--- src/rtl/hazard_forward_unit_pkg.sv ---
// Shared definitions for the hazard/forwarding unit: mux select encodings,
// default register-address width and the shadow pipeline stage record.
package hazard_forward_unit_pkg;

  localparam int AW_DEFAULT = 5;

  localparam logic [1:0] SEL_REGFILE = 2'd0;
  localparam logic [1:0] SEL_EXMEM   = 2'd1;
  localparam logic [1:0] SEL_MEMWB   = 2'd2;

  // Destination-register information tracked for one pipeline stage.
  typedef struct packed {
    logic                  valid;
    logic [AW_DEFAULT-1:0] rd;
    logic                  regwrite;
    logic                  memread;
  } stage_t;

  // Youngest producer wins: an EX-stage match beats a MEM-stage match.
  function automatic logic [1:0] fwd_sel(input logic ex_hit, input logic mem_hit);
    logic [1:0] sel;
    if (ex_hit) begin
      sel = SEL_EXMEM;
    end else if (mem_hit) begin
      sel = SEL_MEMWB;
    end else begin
      sel = SEL_REGFILE;
    end
    return sel;
  endfunction

endpackage

--- src/rtl/hazard_match.sv ---
// "Stage writes src" comparator: one instance per tracked stage per source
// operand. Register 0 is hard-wired, so it never produces a match.
module hazard_match
  import hazard_forward_unit_pkg::*;
#(
  parameter int AW = AW_DEFAULT
) (
  input  logic          use_i,
  input  logic [AW-1:0] src_i,
  input  logic          valid_i,
  input  logic          regwrite_i,
  input  logic [AW-1:0] rd_i,
  output logic          hit_o
);

  assign hit_o = use_i & valid_i & regwrite_i & (rd_i == src_i) & (src_i != {AW{1'b0}});

endmodule

--- src/rtl/hazard_forward_unit.sv ---
// Hazard detection and operand forwarding for a 5-stage pipeline.
// Build option FORWARD_EN: when defined, EX/MEM and MEM/WB results are
// forwarded and only load-use stalls; when undefined, selects stay at the
// register file and any EX/MEM producer of a used source stalls ID.
// The WB-stage producer needs no state here: the write-first register file
// already returns its result to the instruction in ID.
module hazard_forward_unit
  import hazard_forward_unit_pkg::*;
#(
  parameter int AW = AW_DEFAULT
) (
  input  logic          clk,
  input  logic          rst_n,
  input  logic          id_valid,
  input  logic [AW-1:0] id_rs,
  input  logic [AW-1:0] id_rt,
  input  logic          id_use_rs,
  input  logic          id_use_rt,
  input  logic [AW-1:0] id_rd,
  input  logic          id_regwrite,
  input  logic          id_memread,
  input  logic          flush,
  output logic [1:0]    sel_a,
  output logic [1:0]    sel_b,
  output logic          stall,
  output logic          ex_bubble
);

  localparam int RW = AW_DEFAULT;

  logic [RW-1:0] rs_w;
  logic [RW-1:0] rt_w;
  logic [RW-1:0] rd_w;

  stage_t        ex_q;
  stage_t        ex_d;
  logic          mem_valid_q;
  logic [RW-1:0] mem_rd_q;
  logic          mem_regwrite_q;

  logic ex_rs_hit;
  logic ex_rt_hit;
  logic mem_rs_hit;
  logic mem_rt_hit;
  logic ex_load_hit;
  logic hazard;
  logic stall_raw;
  logic bubble_raw;
  logic issue;

  assign rs_w = RW'(id_rs);
  assign rt_w = RW'(id_rt);
  assign rd_w = RW'(id_rd);

  hazard_match #(.AW(RW)) u_ex_rs (
    .use_i      (id_use_rs),
    .src_i      (rs_w),
    .valid_i    (ex_q.valid),
    .regwrite_i (ex_q.regwrite),
    .rd_i       (ex_q.rd),
    .hit_o      (ex_rs_hit)
  );

  hazard_match #(.AW(RW)) u_ex_rt (
    .use_i      (id_use_rt),
    .src_i      (rt_w),
    .valid_i    (ex_q.valid),
    .regwrite_i (ex_q.regwrite),
    .rd_i       (ex_q.rd),
    .hit_o      (ex_rt_hit)
  );

  hazard_match #(.AW(RW)) u_mem_rs (
    .use_i      (id_use_rs),
    .src_i      (rs_w),
    .valid_i    (mem_valid_q),
    .regwrite_i (mem_regwrite_q),
    .rd_i       (mem_rd_q),
    .hit_o      (mem_rs_hit)
  );

  hazard_match #(.AW(RW)) u_mem_rt (
    .use_i      (id_use_rt),
    .src_i      (rt_w),
    .valid_i    (mem_valid_q),
    .regwrite_i (mem_regwrite_q),
    .rd_i       (mem_rd_q),
    .hit_o      (mem_rt_hit)
  );

  // A load in EX cannot forward in time: its data only exists after MEM.
  assign ex_load_hit = ex_q.memread & (ex_rs_hit | ex_rt_hit);

`ifdef FORWARD_EN
  assign hazard = id_valid & ex_load_hit;
`else
  // Without forwarding every EX/MEM producer blocks; loads are a subset.
  assign hazard = id_valid & (ex_load_hit | ex_rs_hit | ex_rt_hit | mem_rs_hit | mem_rt_hit);
`endif

  // A flushed instruction is discarded, so it never needs to wait.
  assign stall_raw  = hazard & ~flush;
  assign bubble_raw = hazard | flush;
  assign issue      = id_valid & ~bubble_raw;

  // Reset forces the pipeline controls low even while ID inputs show a hazard.
  assign stall     = rst_n & stall_raw;
  assign ex_bubble = rst_n & bubble_raw;

  // Next EX shadow record: the ID instruction if it issues, otherwise a bubble.
  always_comb begin
    ex_d = '0;
    if (issue) begin
      ex_d.valid    = 1'b1;
      ex_d.rd       = rd_w;
      ex_d.regwrite = id_regwrite;
      ex_d.memread  = id_memread;
    end else begin
      ex_d = '0;
    end
  end

  // Shadow pipeline advance: MEM takes EX, EX takes the issued record.
  always_ff @(posedge clk or negedge rst_n) begin
    if (!rst_n) begin
      ex_q           <= '0;
      mem_valid_q    <= 1'b0;
      mem_rd_q       <= {RW{1'b0}};
      mem_regwrite_q <= 1'b0;
    end else begin
      ex_q           <= ex_d;
      mem_valid_q    <= ex_q.valid;
      mem_rd_q       <= ex_q.rd;
      mem_regwrite_q <= ex_q.regwrite;
    end
  end

`ifdef FORWARD_EN
  logic [1:0] sel_a_q;
  logic [1:0] sel_a_d;
  logic [1:0] sel_b_q;
  logic [1:0] sel_b_d;

  // Forwarding source for the ID instruction, decided one cycle before it reaches EX.
  always_comb begin
    sel_a_d = SEL_REGFILE;
    sel_b_d = SEL_REGFILE;
    if (issue) begin
      sel_a_d = fwd_sel(ex_rs_hit, mem_rs_hit);
      sel_b_d = fwd_sel(ex_rt_hit, mem_rt_hit);
    end else begin
      sel_a_d = SEL_REGFILE;
      sel_b_d = SEL_REGFILE;
    end
  end

  // Present the selects aligned with the instruction now in EX.
  always_ff @(posedge clk or negedge rst_n) begin
    if (!rst_n) begin
      sel_a_q <= SEL_REGFILE;
      sel_b_q <= SEL_REGFILE;
    end else begin
      sel_a_q <= sel_a_d;
      sel_b_q <= sel_b_d;
    end
  end

  assign sel_a = sel_a_q;
  assign sel_b = sel_b_q;
`else
  assign sel_a = SEL_REGFILE;
  assign sel_b = SEL_REGFILE;
`endif

endmodule

--- config.mk ---
export PLATFORM = sky130hd
export DESIGN_NAME = hazard_forward_unit
export DESIGN_NICKNAME = d
export VERILOG_FILES = /design/src/rtl/hazard_forward_unit_pkg.sv /design/src/rtl/hazard_match.sv /design/src/rtl/hazard_forward_unit.sv
export SDC_FILE = /design/constraint.sdc
export NUM_CORES = 1
export LEC_CHECK = 0
export CAP_MARGIN = 20
export CORE_MARGIN = 2
export CORE_UTILIZATION = 42
export CTS_BUF_LIST = sky130_fd_sc_hd__clkbuf_16
export DETAILED_ROUTE_END_ITERATION = 7
export GPL_TIMING_DRIVEN = 0
export PLACE_DENSITY_LB_ADDON = 0.3
export SLEW_MARGIN = 20
export SYNTH_ARGS = -nofsm -noshare
export SYNTH_HDL_FRONTEND = slang
export SYNTH_SLANG_ARGS = --single-unit
--- constraint.sdc ---
create_clock -name clk -period 1.8 [get_ports clk]
set_input_delay 0.36 -clock clk [delete_from_list [all_inputs] [get_ports clk]]
set_output_delay 0.36 -clock clk [all_outputs]
set_load 0.05 [all_outputs]
Yosys cells after proc, flatten, opt, wreduce, memory -nomap -nowiden
Cells that the tools add are included.

operators by class
  multipliers = 0
  reductions and logical operators = 2
  div/mod/pow operators = 0
  equal/unequal tests = 4
  $lt $le $gt $ge = 0
  add/subtract/negate cells = 0
  multiplexer cells = 1
  bitwise operators = 30
  shift operators = 0

operators by type and width
  operator             number
  bitwise AND 1 bit    22
  equality test 5 bit  4
  nonzero test 5 bit   2
  two-way mux 8 bit    1
  bitwise OR 1 bit     6
  inverter 1 bit       2

storage, ports and cells
  ROM bits = 0
  memories = 0
  latch bits = 0
  RAM bits = 0
  flip-flop bits (word level) = 15

Longest topological paths before layout
Gate-level depths: netlist of run 1.

  depth after elaboration = 15
  gate-level depth with buffers = 5
  gate-level depth less buffers = 5

Hierarchy
From an unflattened synthesis of run 1, not the netlist that was laid out.

unflattened totals
  cell total of the unflattened synthesis = 78
  area total of the unflattened synthesis = 775.7 µm²

by module, submodules not included
  module               area an instance (µm²)  instances  cells each  seq. area each (µm²)
  hazard_forward_unit  495.5                   1          38          350.3
  hazard_match         70.1                    4          10          0.0

Worst setup path before layout of run 1
OpenSTA, ideal clock, no wires.

  kind = register to output
  start = register mem_rd_q[1]
  end = output ex_bubble
  arrival = 2.146 ns
  stages on the path, launching flop included = 6
  setup slack = -0.706 ns
  cell sequence = dfrtp_1 -> xnor2_1 -> nand4_1 -> o22ai_1 -> a32oi_4 -> o21ai_0

on the way
  word-level cells in the longest chain between the ends = 8

ends and longest elaborated chain
  what                             RTL line                    text
  from (decl)                      hazard_forward_unit.sv:38   logic [RW-1:0] mem_rd_q;
  from (signal assigned)           hazard_forward_unit.sv:128  mem_rd_q <= {RW{1'b0}};
  from (signal assigned)           hazard_forward_unit.sv:133  mem_rd_q <= ex_q.rd;
  equality test 5 bit              hazard_match.sv:16          assign hit_o = use_i & valid_i & regwrite_i & (rd_i == src_i) & (src_i != {AW{1'b0}});
  bitwise AND 1 bit (2 in series)  hazard_match.sv:16
  bitwise OR 1 bit                 hazard_forward_unit.sv:98   assign hazard = id_valid & (ex_load_hit | ex_rs_hit | ex_rt_hit | mem_rs_hit | mem_rt_hit);
  bitwise OR 1 bit (*)             hazard_forward_unit.sv:98
  bitwise AND 1 bit (*)            hazard_forward_unit.sv:98
  bitwise OR 1 bit (*)             hazard_forward_unit.sv:103  assign bubble_raw = hazard | flush;
  bitwise AND 1 bit (*)            hazard_forward_unit.sv:108  assign ex_bubble = rst_n & bubble_raw;
  to (decl)                        hazard_forward_unit.sv:26   output logic ex_bubble

Mark *: on every way between the ends. The rest lies on a longest branch, timed or not.

Final worst setup path of run 1
  start = input id_rt[4]
  end = output ex_bubble

on the way
  word-level cells in the longest chain between the ends = 12

ends and longest elaborated chain
  what                             RTL line                    text
  from (decl)                      hazard_forward_unit.sv:16   input logic [AW-1:0] id_rt,
  equality test 5 bit              hazard_match.sv:16
  bitwise AND 1 bit (2 in series)  hazard_match.sv:16
  bitwise OR 1 bit                 hazard_forward_unit.sv:92   assign ex_load_hit = ex_q.memread & (ex_rs_hit | ex_rt_hit);
  bitwise AND 1 bit                hazard_forward_unit.sv:92
  bitwise OR 1 bit (3 in series)   hazard_forward_unit.sv:98
  bitwise OR 1 bit (*)             hazard_forward_unit.sv:98
  bitwise AND 1 bit (*)            hazard_forward_unit.sv:98
  bitwise OR 1 bit (*)             hazard_forward_unit.sv:103
  bitwise AND 1 bit (*)            hazard_forward_unit.sv:108

Marked as above.

==> impl_summary.md, run 1 <==
GRT
The first global-routing pass estimated 2.64 mm of wire. In the global route stage, overall resource usage came out at 0.186. The largest net degree at the start of global routing is 18. The number of antenna violations at the first check in global routing was 0. The via count of the first global-routing pass is 643. After global routing the overflow that remains totals 0.

Clock network
The TritonCTS clock tree is built. The number of clock buffers added by TritonCTS is 3. The buffer type at the clock tree root is clkbuf_16.

The clock passes through at most 2 buffers. After clock tree synthesis, the clock-pin slew on the worst setup and hold paths is 0.04 ns. The insertion delay to the later sink of the worst-skew pair is 0.24 ns. The number of sinks on the clock net is 14. The number of levels in the clock H-tree is 1. The number of buffers added to fix hold violations after cts is 0.

Drt
The number of iterations in the first detailed-routing pass is 4. The detailed router placed 642 vias in this run. Dividing the detail-routed via count by the number of cells gives 5.26. The DRC violations left is 0. In this run, the number of DRC markers left after iteration 0 of detailed routing was 7. After detailed routing, the average wire length per cell comes to 14.0 microns.

In this run the remaining antenna-violating nets after routing total 0. The sum of routed wire length over all layers is 1.71 mm.

Worst setup path
The type of destination of the critical path is an output pin. The data arrival time of the critical path is 1.83 ns. The biggest cell delay along the critical path is 0.30 ns.

Counting both buffers and inverters, the worst setup path holds a total of 3. The largest fanout of any net on the critical path is 3. Data on the critical path is required at its endpoint by 1.44 ns. By startpoint and endpoint, the worst setup path is classified as in -> out. The worst setup path is launched from a primary input. Counting stages on the worst path, the most repeated cell is buf_6. Traced cell by cell, the critical path runs through dlygate4sd2_1 > xnor2_1 > nand4_1 > o22ai_2 > a32oi_4 > buf_6 > o21ai_4 > buf_6. Among cell families on the critical path, the largest total delay comes from buffers and inverters. The critical-path cell with the highest stage delay is dlygate4sd2_1.

Yosys
The post-synth design cell area is 743 sq um. The synthesized instance count is 68. Yosys printed 0 warnings. Synthesis inferred 14 register bits. For this run, the register share of the synthesized area comes to 0.471.

Yosys mapped the design onto 17 distinct sky130hd cell types. A synthesized cell averages 10.9 sq um.

Die
The die span in x is 46.1 microns. The die covers 2120 sq um. The die outline height is 46.1 microns. The number of ports placed on the die boundary is 29. The count of standard-cell rows is 15. The total core area is 1690 sq um. The initial utilization of the core area, before any placement, comes to 0.440.

Finish
Leaving out fill and tap cells, the most frequent cell in the layout is xnor2_1. From synthesis to final layout, the design area changed by 61.1%. In the layout the commonest cells are xnor2_1, dfrtp_1, clkdlybuf4s50_1, buf_4, dlygate4sd2_1. The share of cells above drive strength 1 is 0.276. The final layout contains 129 nets.

The repair_antennas step left the layout with diodes totalling 0. Leaving out filler cells and counting taps, the final layout contains 122.

Timing
Setup repair after global routing could not meet its margin everywhere. At the pin with the least slew margin, the transition time is 0.670 ns. The worst path in the final design needs a cycle of 2.19 ns, including I/O delays and setup. The relative slew slack is 0.553.

The number of hold-slack violations in the final timing report is 0. For the final database, setup skew stands at 0.00202 ns. In the finished design, the share of the clock period the worst path needs comes to 1.21. The final count of negative-setup-slack endpoints is 2.

The slack of the critical path is -0.386 ns. Timing would allow up to 0.457 GHz. The number of max-slew violations in the final report is 0.

Flow run
Max-cap violations in this run came to 0.

Power
Across the VDD grid, the largest voltage drop is 617 uV. The design draws 903 uW. The leakage power total is 0.511 nW. The total power divided by cell area is 754 nW/um^2.

Hold path
In this run the worst hold path is classified as in -> async.

Place
The HPWL after detailed placement is 1.17 mm. The final estimated routing congestion in global placement is 0.919. The count of input and output buffers is 23. The number of placed cells counting well taps is 111.

Outcome
The final reports fail on setup timing. The run finished, with violations left.
[where the power goes]
part	total (mW)	internal (mW)	switching [mW]
logic	0.157	0.0823	0.0746
registers	0.341	0.329	0.0120
clock network	0.406	0.292	0.114
total	0.903	0.703	0.200
[per-layer routing]
layer  GRT usage  vias up  wire [microns]
li1            -      307               -
met4       0.120        0              62
met5           0        -               0
met3      0.0431       11             175
met1       0.221      286             661
met2       0.300       38             808
[synth_stat cells]
master   count  area share
nand3_1      4       0.027
o21a_1       1       0.010
and3_1       6       0.051
or4_1        1       0.010
a32oi_4      1       0.037
nand4_1      4       0.034
nor2_1       2       0.010
xnor2_1     20        0.24
nor3_1       1      0.0067
o21ai_0      1      0.0067
conb_1       1      0.0050
buf_4        4       0.040
dfrtp_1     14        0.47
and2_2       1       0.010
nor2b_1      1      0.0084
nand2_1      4       0.020
o22ai_1      2       0.017
[metrics by stage]
| step | TNS, ns | cell area, sq um | worst slack, ns | hold WS (ns) | utilization |
|---|---|---|---|---|---|
| 2_1_floorplan | -0.156 | 768 | -0.0869 | 0.0644 | - |
| 3_5_place_dp | -5.18 | 1020 | -1.26 | 0.406 | 0.604 |
| 4_1_cts | -0.687 | 1170 | -0.363 | 0.292 | 0.695 |
| 6_report | -0.715 | 1200 | -0.386 | 0.266 | 0.709 |
| 5_1_grt | -0.808 | 1200 | -0.435 | 0.334 | 0.709 |
| 3_3_place_gp | -5.15 | 1020 | -1.27 | 0.395 | 0.604 |
[state kept, by name, summed over array words and instances, names as in the netlist]
| name | cells |
|---|---|
| ex_q | 7 |
| mem_regwrite_q | 1 |
| mem_rd_q | 5 |
| mem_valid_q | 1 |
[worst register-to-register path, cell delays in order, from the launching register on]
cell     delay, ns
dfrtp_1       0.39
xnor2_1       0.17
nand3_1       0.12
o22ai_2       0.27
a32oi_4       0.16
buf_6         0.15
and3_1        0.18
[layout make-up]
cell class / count / area [sq um]
Tap cell: 17 / 21.3
Clock buffer: 3 / 75.1
Sequential cell: 14 / 350
Clock inverter: 1 / 3.75
Fill cell: 131 / 492
Multi-Input combinational cell: 54 / 440
Timing Repair Buffer: 29 / 277
Buffer: 4 / 30.0
[path summary, 6_finish.rpt]
kind                                to         from  slack [ns]  depth (start not counted)
setup / recovery             ex_bubble     id_rt[4]       -0.39                          8
min in group clk           mem_valid_q      ex_q[7]        0.42                          0
max in group asynchronous  mem_rd_q[2]        rst_n        1.11                          1
hold / removal                 ex_q[5]        rst_n        0.27                          1
hold reg to reg            mem_valid_q      ex_q[7]        0.42                          0
setup reg to reg               ex_q[3]  mem_rd_q[3]        0.25                          6
[repair_timing]
item,CTS,global route
pin swaps,7,5
gates resized for setup,47,4
cloned,1,0
setup endpoints to repair,9,2
setup buffers,6,0
[logic make-up after synthesis]
logic type / Yosys count / synth area share
AND/OR/NAND/NOR: 24 / 0.177
XOR/XNOR: 20 / 0.236
flip-flops: 14 / 0.471
AO/OA/AOI/OAI: 5 / 0.0707
buffers and inverters: 4 / 0.0404
other: 1 / 0.00505
Power figures use the tool's default switching activity.
==> run 2, diff against run 1 <==
CORE_UTILIZATION = 40   (was 42)
RECOVER_POWER = 25   (was not set)
SYNTH_HIERARCHICAL = 1   (was not set)
==> run 2 against run 1 <==
Power increased by 2.5%. Combinational power increased by 7%. Critical path type unchanged. Hold slack improved by 0.019 ns. Register-to-register slack got worse by 0.18 ns. Sequential share of layout area increased by 0.092 points. The flow still finishes with violations (setup timing). Sequential power about the same. Largest cell class unchanged. Synthesized cell count increased by 15%.
==> impl_summary.md, run 2 <==
Outcome
The flow ran to the end, but the final reports show violations. The checks that failed: setup timing.

Yosys
The fraction of synthesized cell area taken by the top area cell type is 0.452 (-0.0198). The register bit count reported by yosys is 14 (unchanged). The mean instance size in the synthesized netlist is 9.95 sq um (-9.0%). The number of enable flip-flop cells after synthesis is 0 (unchanged). The share of synthesized registers carrying an async set or reset is 1.00 (unchanged).

The area share of fa/ha/maj cells after synthesis is 0 (unchanged). The fraction of the mapped netlist area in simple logic gates is 0.184 (+0.00710). The library cell with the largest summed area after synthesis is dfrtp_1. The sequential area share after synthesis came to 0.452 (-0.0198). The xor-xnor portion of the synthesized cell area was 0.181 (-0.0550).

By count the netlist is led by xnor2_1, dfrtp_1, inv_1, nor3_1, nor2_1. After synthesis, the cell types taking the most area are dfrtp_1, xnor2_1, o41ai_1, nor3_1, a211oi_1. The most numerous cell in the Yosys netlist is xnor2_1.

The post-synth design cell area came to 776 sq um (+4.4%). The most used flip-flop cell after synthesis is dfrtp_1. The share of the synthesized area in compound gates (AO/OA/AOI/OAI) was 0.0968 (+0.0261). The synthesized instance count is 78 (+15%).

The count of distinct cell types in the synthesized netlist is 18 (+1). The yosys synthesis warning count came to 6 (+6). The proportion of synthesized area in mux cells is 0 (unchanged).

The main combinational cell family by area after synthesis is simple AND/OR/NAND/NOR gates.

Clock network
The number of buffers created by CTS is 3 (unchanged). The number of sinks on the clock net came to 14 (unchanged). The number of levels in the clock H-tree is 1 (unchanged). The post-CTS clock slew at the launch and capture registers of the worst setup and hold paths is 0.05 ns (about the same). The buffer levels on the longest clock path is 2 (unchanged).

The number of buffers added to fix hold violations after cts is 0 (unchanged). The buffer type at the clock tree root is clkbuf_16. The insertion delay to the later sink of the worst-skew pair was 0.24 ns (about the same). TritonCTS built the clock tree.

Worst setup path
The depth of the most critical reg-to-reg path is 6 (unchanged). The kind of cell with the highest combined delay along the critical path is compound AO/OA/AOI/OAI gates. The cell depth of the worst setup path was 6 (-2).

The largest fanout of any net on the critical path is 6 (+3). The data arrival time of the critical path was 1.95 ns (+0.12 ns). The slowest stage of the critical path is the or4_4 cell. STA classifies the critical path endpoint as an output pin. The critical path data required time is 1.44 ns (about the same). The biggest cell delay along the critical path came to 0.59 ns (+0.29 ns). The startpoint type of the worst setup path is a primary input.

The worst path buffer plus inverter count is 2 (-1). The setup path with the least slack is of type in -> out. Walking the worst path, the cells encountered are buf_4 > o41ai_2 > a211oi_2 > or4_4 > a22o_4 > buf_8.

Finish
The post-route cell area was 1190 sq um (-0.31%). The number of flip-flops in the largest register came to 7 (unchanged). The share of cells above drive strength 1 is 0.287 (+0.0108). In the final layout, the registers with the most flip-flops are ex_q x7, mem_rd_q x5. The total inserted antenna cells is 0 (unchanged). The signed area change from the synthesized netlist to the final layout is 53.9%. Counting flops per register, the top entry is ex_q. Leaving out fill and tap cells, the most frequent cell in the layout is xnor2_1. The final net count is 132 (+2.3%). The count of non-filler cells in the finished layout is 133 (+9.0%).

The library cells used most frequently in the layout, excluding fill and tap cells, are xnor2_1, dfrtp_1, clkdlybuf4s50_1.

Power
The leakage power total is 0.514 nW (+0.60%). The cell internal power dissipation was 702 uW (-0.21%). The portion of total power attributed to sequential cells was 0.367 (-0.010). The maximum ir drop on the vdd rail was 493 uV (-20%). The total power divided by cell area came to 775 nW/um^2 (+2.8%). The switching part of the total is 0.242 (+0.0203). The clock power share was 0.451 (+0.002).

The net switching power is 224 uW (+12%). The share of power burned in combinational logic is 0.181 (+0.007).

Place
The cell area after placement is 1070 sq um (+5.4%). The detailed-placement wirelength estimate is 1.29 mm (+10%). The final estimated routing congestion in global placement is 0.844 (-8.2%). The count of input and output buffers was 23 (unchanged). The number of placed cells counting well taps is 129 (+16%).

GRT
The global-route wire length before repair is 2.63 mm (-0.27%). The largest net degree at the start of global routing came to 18 (unchanged). The total global routing track utilization came to 0.180 (-0.00644). The number of antenna violations at the first check in global routing is 0 (unchanged). The via count of the first global-routing pass is 646 (+0.47%). The leftover overflow at the end of global routing is 0 (unchanged).

Timing
The sum of negative setup slack is -0.986 ns (-0.271 ns). The slack of the critical path is -0.512 ns (-0.126 ns). The final critical-path share of the clock period is 1.28 (+0.0698). The final critical path time including I/O delays and setup is 2.31 ns (+0.126 ns).

The relative slew slack is 0.518 (-0.0355). The maximum clock skew at final layout is 0.00170 ns (-0.000325 ns). The number of max-slew violations in the final report was 0 (unchanged). The maximum achievable frequency was 0.432 GHz (-5.4%). The transition time at the pin with the least slew margin was 0.723 ns (+0.0533 ns). The final count of negative-setup-slack endpoints was 2 (unchanged). The number of hold-slack violations in the final timing report is 0 (unchanged). Setup repair after global routing could not meet its margin everywhere.

Die
The area of the die is 2310 sq um (+8.8%). The initial standard-cell utilization of the core is 0.435 (-0.00491). The total core area is 1780 sq um (+5.6%). The die outline height is 48.0 microns (+4.3%).

The number of ports placed on the die boundary is 29 (unchanged). The die span in x is 48.0 microns (+4.3%). The count of standard-cell rows came to 15 (unchanged).

Drt
The detailed-route wire length per cell was 13.8 microns (-1.1%). The first-iteration detailed-routing DRC count was 9 (+2). The detailed-route vias per instance is 5.07 (-3.7%).

The number of iterations in the first detailed-routing pass is 4 (unchanged). The total via count in the routed design is 674 (+5.0%). The DRC violations left is 0 (unchanged). The number of routed nets with antenna violations is 0 (unchanged).

The sum of routed wire length over all layers came to 1.84 mm (+7.8%).

Hold path
The worst min-delay path category is in -> async.

Flow run
The number of max-capacitance violations reported came to 0 (unchanged).
-- run 2: cell count changes in the layout (fill, tap and decap cells not counted), moves of 4 or more --
cell	before	now
nor2_1	1	5
buf_2	2	6
inv_1	0	6
and3_1	6	0
nor3_1	1	5
-- run 2: worst paths after layout --
path,startpoint,endpoint,slack (ns)
max,id_rs[1],ex_bubble,-0.51
min,rst_n,ex_q[6],0.29
max reg2reg,mem_rd_q[3],ex_q[2],0.07
min reg2reg,ex_q[1],mem_regwrite_q,0.39
max in group asynchronous,rst_n,mem_rd_q[3],1.06
min in group clk,ex_q[1],mem_regwrite_q,0.39
-- run 2: repair_timing --
action	CTS	global route
setup endpoints to repair	9	5
setup buffers	1	0
pin swaps	9	9
cloned	0	0
endpoints found under the hold margin	0	0
resized for setup	57	10
-- run 2: final cells by class --
class / count / area [sq um]
inverters: 6 / 22.5
clock buffers: 3 / 75.1
flip-flops and latches: 14 / 350
clock inverters: 1 / 3.75
repair buffers: 24 / 211
fillers: 137 / 589
well taps: 25 / 31.3
multi-input cells: 56 / 469
plain buffers: 4 / 30.0
-- run 2: cell families after synthesis --
kind of cell,Yosys count
and+or+nand+nor,27
AOI/OAI and AO/OA,9
other,1
xor gates and xnor gates,16
DFF,14
buffers and inverters,11
-- run 2: power by group through the flow --
stage | clock network, mW | registers, mW | logic (mW)
floorplan | 0 | 0.342 | 0.0814
global placement | 0 | 0.344 | 0.155
detailed placement | 0 | 0.345 | 0.159
CTS | 0.425 | 0.340 | 0.154
global route | 0.446 | 0.342 | 0.181
finish | 0.418 | 0.340 | 0.168
-- run 2: through the flow --
stage               utilization  hold slack [ns]  worst slack [ns]  power (mW)
floorplan                     -           0.0644            -0.282       0.424
global placement          0.603            0.386             -1.53       0.499
detailed placement        0.603            0.384             -1.55       0.503
CTS                       0.637            0.306            -0.477       0.919
global route              0.669            0.337            -0.564       0.968
finish                    0.669            0.285            -0.512       0.926
-- run 2: routing by layer --
metal,share of wire,GRT usage,vias to the layer above
li1,-,-,330
met5,0,0,-
met4,0.035,0.130,0
met2,0.49,0.315,33
met1,0.40,0.184,304
met3,0.076,0.0453,7
==> run 3, diff against run 2 <==
CELL_PAD_IN_SITES_DETAIL_PLACEMENT = 0   (was not set)
CELL_PAD_IN_SITES_GLOBAL_PLACEMENT = 2   (was not set)
CORE_ASPECT_RATIO = 1.2   (was not set)
CORE_UTILIZATION = 25   (was 40)
==> run 3 against run 2 <==
The flow still finishes with violations (setup timing). Non-clock buffer count grew 1. Clock skew shrank 0.00066 ns. Register-to-register slack is essentially flat. Critical endpoint unchanged. Count of clock-buffer cells in the layout is the same. Via count shrank 3.7%. Combinational power shrank 7%. Wire length shrank 7.5%. First-iteration DRC count grew 67%. Hold slack gained 0.00097 ns. Sequential power is essentially flat. Global-route usage shrank 6.9 points. Critical path type is now reg -> out. Highest routed layer unchanged. Cell area shrank 0.21%.
==> impl_summary.md, run 3 (synthesized netlist as in run 2, its figures left out) <==
Outcome
The run finished, with violations left. The final reports fail on setup timing.

Drt
The detailed-route vias per instance is 4.51 (-11%). The DRC violations left is 0 (unchanged). The number of routed nets with antenna violations is 0 (unchanged).

The total via count in the routed design came to 649 (-3.7%). The number of iterations in the first detailed-routing pass is 4 (unchanged). The sum of routed wire length over all layers came to 1.70 mm (-7.5%). The detailed-route wire length per cell was 11.8 microns (-15%). The first-iteration detailed-routing DRC count was 15 (+6).

Flow run
The number of max-capacitance violations reported is 0 (unchanged).

GRT
The number of antenna violations at the first check in global routing is 0 (unchanged). The global-route wire length before repair is 2.75 mm (+4.8%). The total global routing track utilization is 0.111 (-0.0692). The leftover overflow at the end of global routing was 0 (unchanged). The largest net degree at the start of global routing came to 18 (unchanged). The via count of the first global-routing pass is 626 (-3.1%).

Worst setup path
The largest fanout of any net on the critical path was 4 (-2). The critical path data required time is 1.44 ns (about the same). The data arrival time of the critical path came to 1.91 ns (-0.04 ns).

In this run the critical register-to-register path is launched from ex_q[2]. The depth of the most critical reg-to-reg path is 6 (unchanged). The critical path in this run is classified as reg -> out.

STA classifies the critical path endpoint as an output pin. The worst setup path is launched from a flip-flop. The slack of the worst reg-to-reg path is 0.08 ns (about the same). The terminus of the critical flop-to-flop path is ex_q[6].

Finish
The final net count was 133 (+0.76%). The share of cells above drive strength 1 is 0.296 (+0.00926). In the layout the commonest cells are xnor2_1, dfrtp_1, clkdlybuf4s50_1, inv_1, buf_4. The number of flip-flops in the largest register is 7 (unchanged).

The post-route cell area was 1190 sq um (-0.21%). The total inserted antenna cells is 0 (unchanged). The multi-input logic area was 442 sq um (-5.9%). The library cell used most frequently in the layout, excluding fill and tap cells, is xnor2_1. The filler cell count is 311 (+130%). From synthesis to final layout, the design area changed by 53.5%. The flip-flop and latch area is 352 sq um (+0.36%). The register with the highest flop count is ex_q. In the final layout, the registers with the most flip-flops are ex_q x7, mem_rd_q x5.

Clock network
The number of buffers added to fix hold violations after cts came to 0 (unchanged). The buffer levels on the longest clock path came to 2 (unchanged). The buffer type at the clock tree root is clkbuf_16. The insertion delay to the later sink of the worst-skew pair is 0.24 ns (about the same). TritonCTS built the clock tree. The post-CTS clock slew at the launch and capture registers of the worst setup and hold paths is 0.04 ns (about the same). The number of levels in the clock H-tree was 1 (unchanged). The number of sinks on the clock net came to 14 (unchanged). The number of buffers created by CTS is 3 (unchanged).

Timing
The number of max-slew violations in the final report came to 0 (unchanged). The maximum clock skew at final layout is 0.00103 ns (-0.000662 ns). The number of hold-slack violations in the final timing report was 0 (unchanged). The final count of negative-setup-slack endpoints is 2 (unchanged). The maximum achievable frequency was 0.441 GHz (+1.9%). The final critical-path share of the clock period is 1.26 (-0.0240). Setup repair after global routing could not meet its margin everywhere. The transition time at the pin with the least slew margin came to 0.716 ns (-0.00782 ns).

The slack of the critical path is -0.469 ns (+0.0432 ns). The final hold slack is 0.286 ns (+0.000974 ns). The final critical path time including I/O delays and setup is 2.27 ns (-0.0432 ns).

The relative slew slack is 0.523 (+0.00522).

Die
The die span in x is 54.9 microns (+14%). The initial standard-cell utilization of the core is 0.259 (-0.177). The count of standard-cell rows is 22 (+7). The total core area is 3000 sq um (+68%).

The die outline height is 65.0 microns (+35%). The area of the die was 3570 sq um (+55%). The number of ports placed on the die boundary was 29 (unchanged).

Place
The final estimated routing congestion in global placement is 0.690 (-18%). The count of input and output buffers is 23 (unchanged). The cell area after placement was 1090 sq um (+1.3%). The detailed-placement wirelength estimate is 1.38 mm (+6.7%).

Hold path
The worst min-delay path category is in -> async.

Power
The total power divided by cell area is 754 nW/um^2 (-2.7%). The leakage power total was 0.511 nW (-0.51%). The maximum ir drop on the vdd rail was 359 uV (-27%).
[run 3: where the power goes]
part	leakage [nW]	internal [mW]	total, mW	switching, mW
logic	0.289	0.0781	0.156	0.0780
registers	0.186	0.329	0.341	0.0123
clock network	0.0370	0.289	0.401	0.112
total	0.511	0.696	0.899	0.202
[run 3: layout make-up]
class,instances,share of cell area
Multi-Input combinational cell,56,0.371
Sequential cell,14,0.295
Timing Repair Buffer,25,0.189
Clock buffer,3,0.0630
Tap cell,36,0.0378
Buffer,4,0.0252
Inverter,6,0.0189
[run 3: worst max-delay path by stage]
stage / from / to / slack (ns)
final: ex_q[2] / ex_bubble / -0.47
after global routing: ex_q[4] / ex_bubble / -0.53
after global placement: id_rs[0] / ex_bubble / -1.53
after floorplan: id_rs[0] / ex_bubble / -0.28
after detailed placement: id_rt[0] / ex_bubble / -1.53
after CTS: mem_rd_q[3] / ex_bubble / -0.49
[run 3: timing repair]
action | in CTS | in global routing
gates resized for setup | 53 | 6
endpoints found under the setup margin | 9 | 4
buffers inserted | 1 | 1
pin swaps | 12 | 4
[run 3: critical path, stage by stage, from the launching register on]
cell	delay, ns
dfrtp_1	0.40
xnor2_1	0.14
nand4_1	0.10
a211oi_1	0.06
or4_4	0.58
a22o_4	0.24
buf_8	0.14
[run 3: routing by layer]
metal / part of all wire / global-route usage / up-vias
li1: - / - / 327
met1: 0.39 / 0.134 / 296
met2: 0.52 / 0.179 / 22
met3: 0.070 / 0.0161 / 4
met4: 0.018 / 0.0656 / 0
met5: 0 / 0 / -
[run 3: through the flow]
stage	cells	utilization	TNS, ns	total power [mW]	setup WS (ns)
detailed placement	140	0.363	-6.58	0.504	-1.53
floorplan	81	-	-0.545	0.424	-0.282
CTS	143	0.385	-0.965	0.905	-0.486
global placement	140	0.363	-6.57	0.501	-1.53
global route	144	0.397	-1.06	0.938	-0.534
finish	144	0.397	-0.930	0.899	-0.469
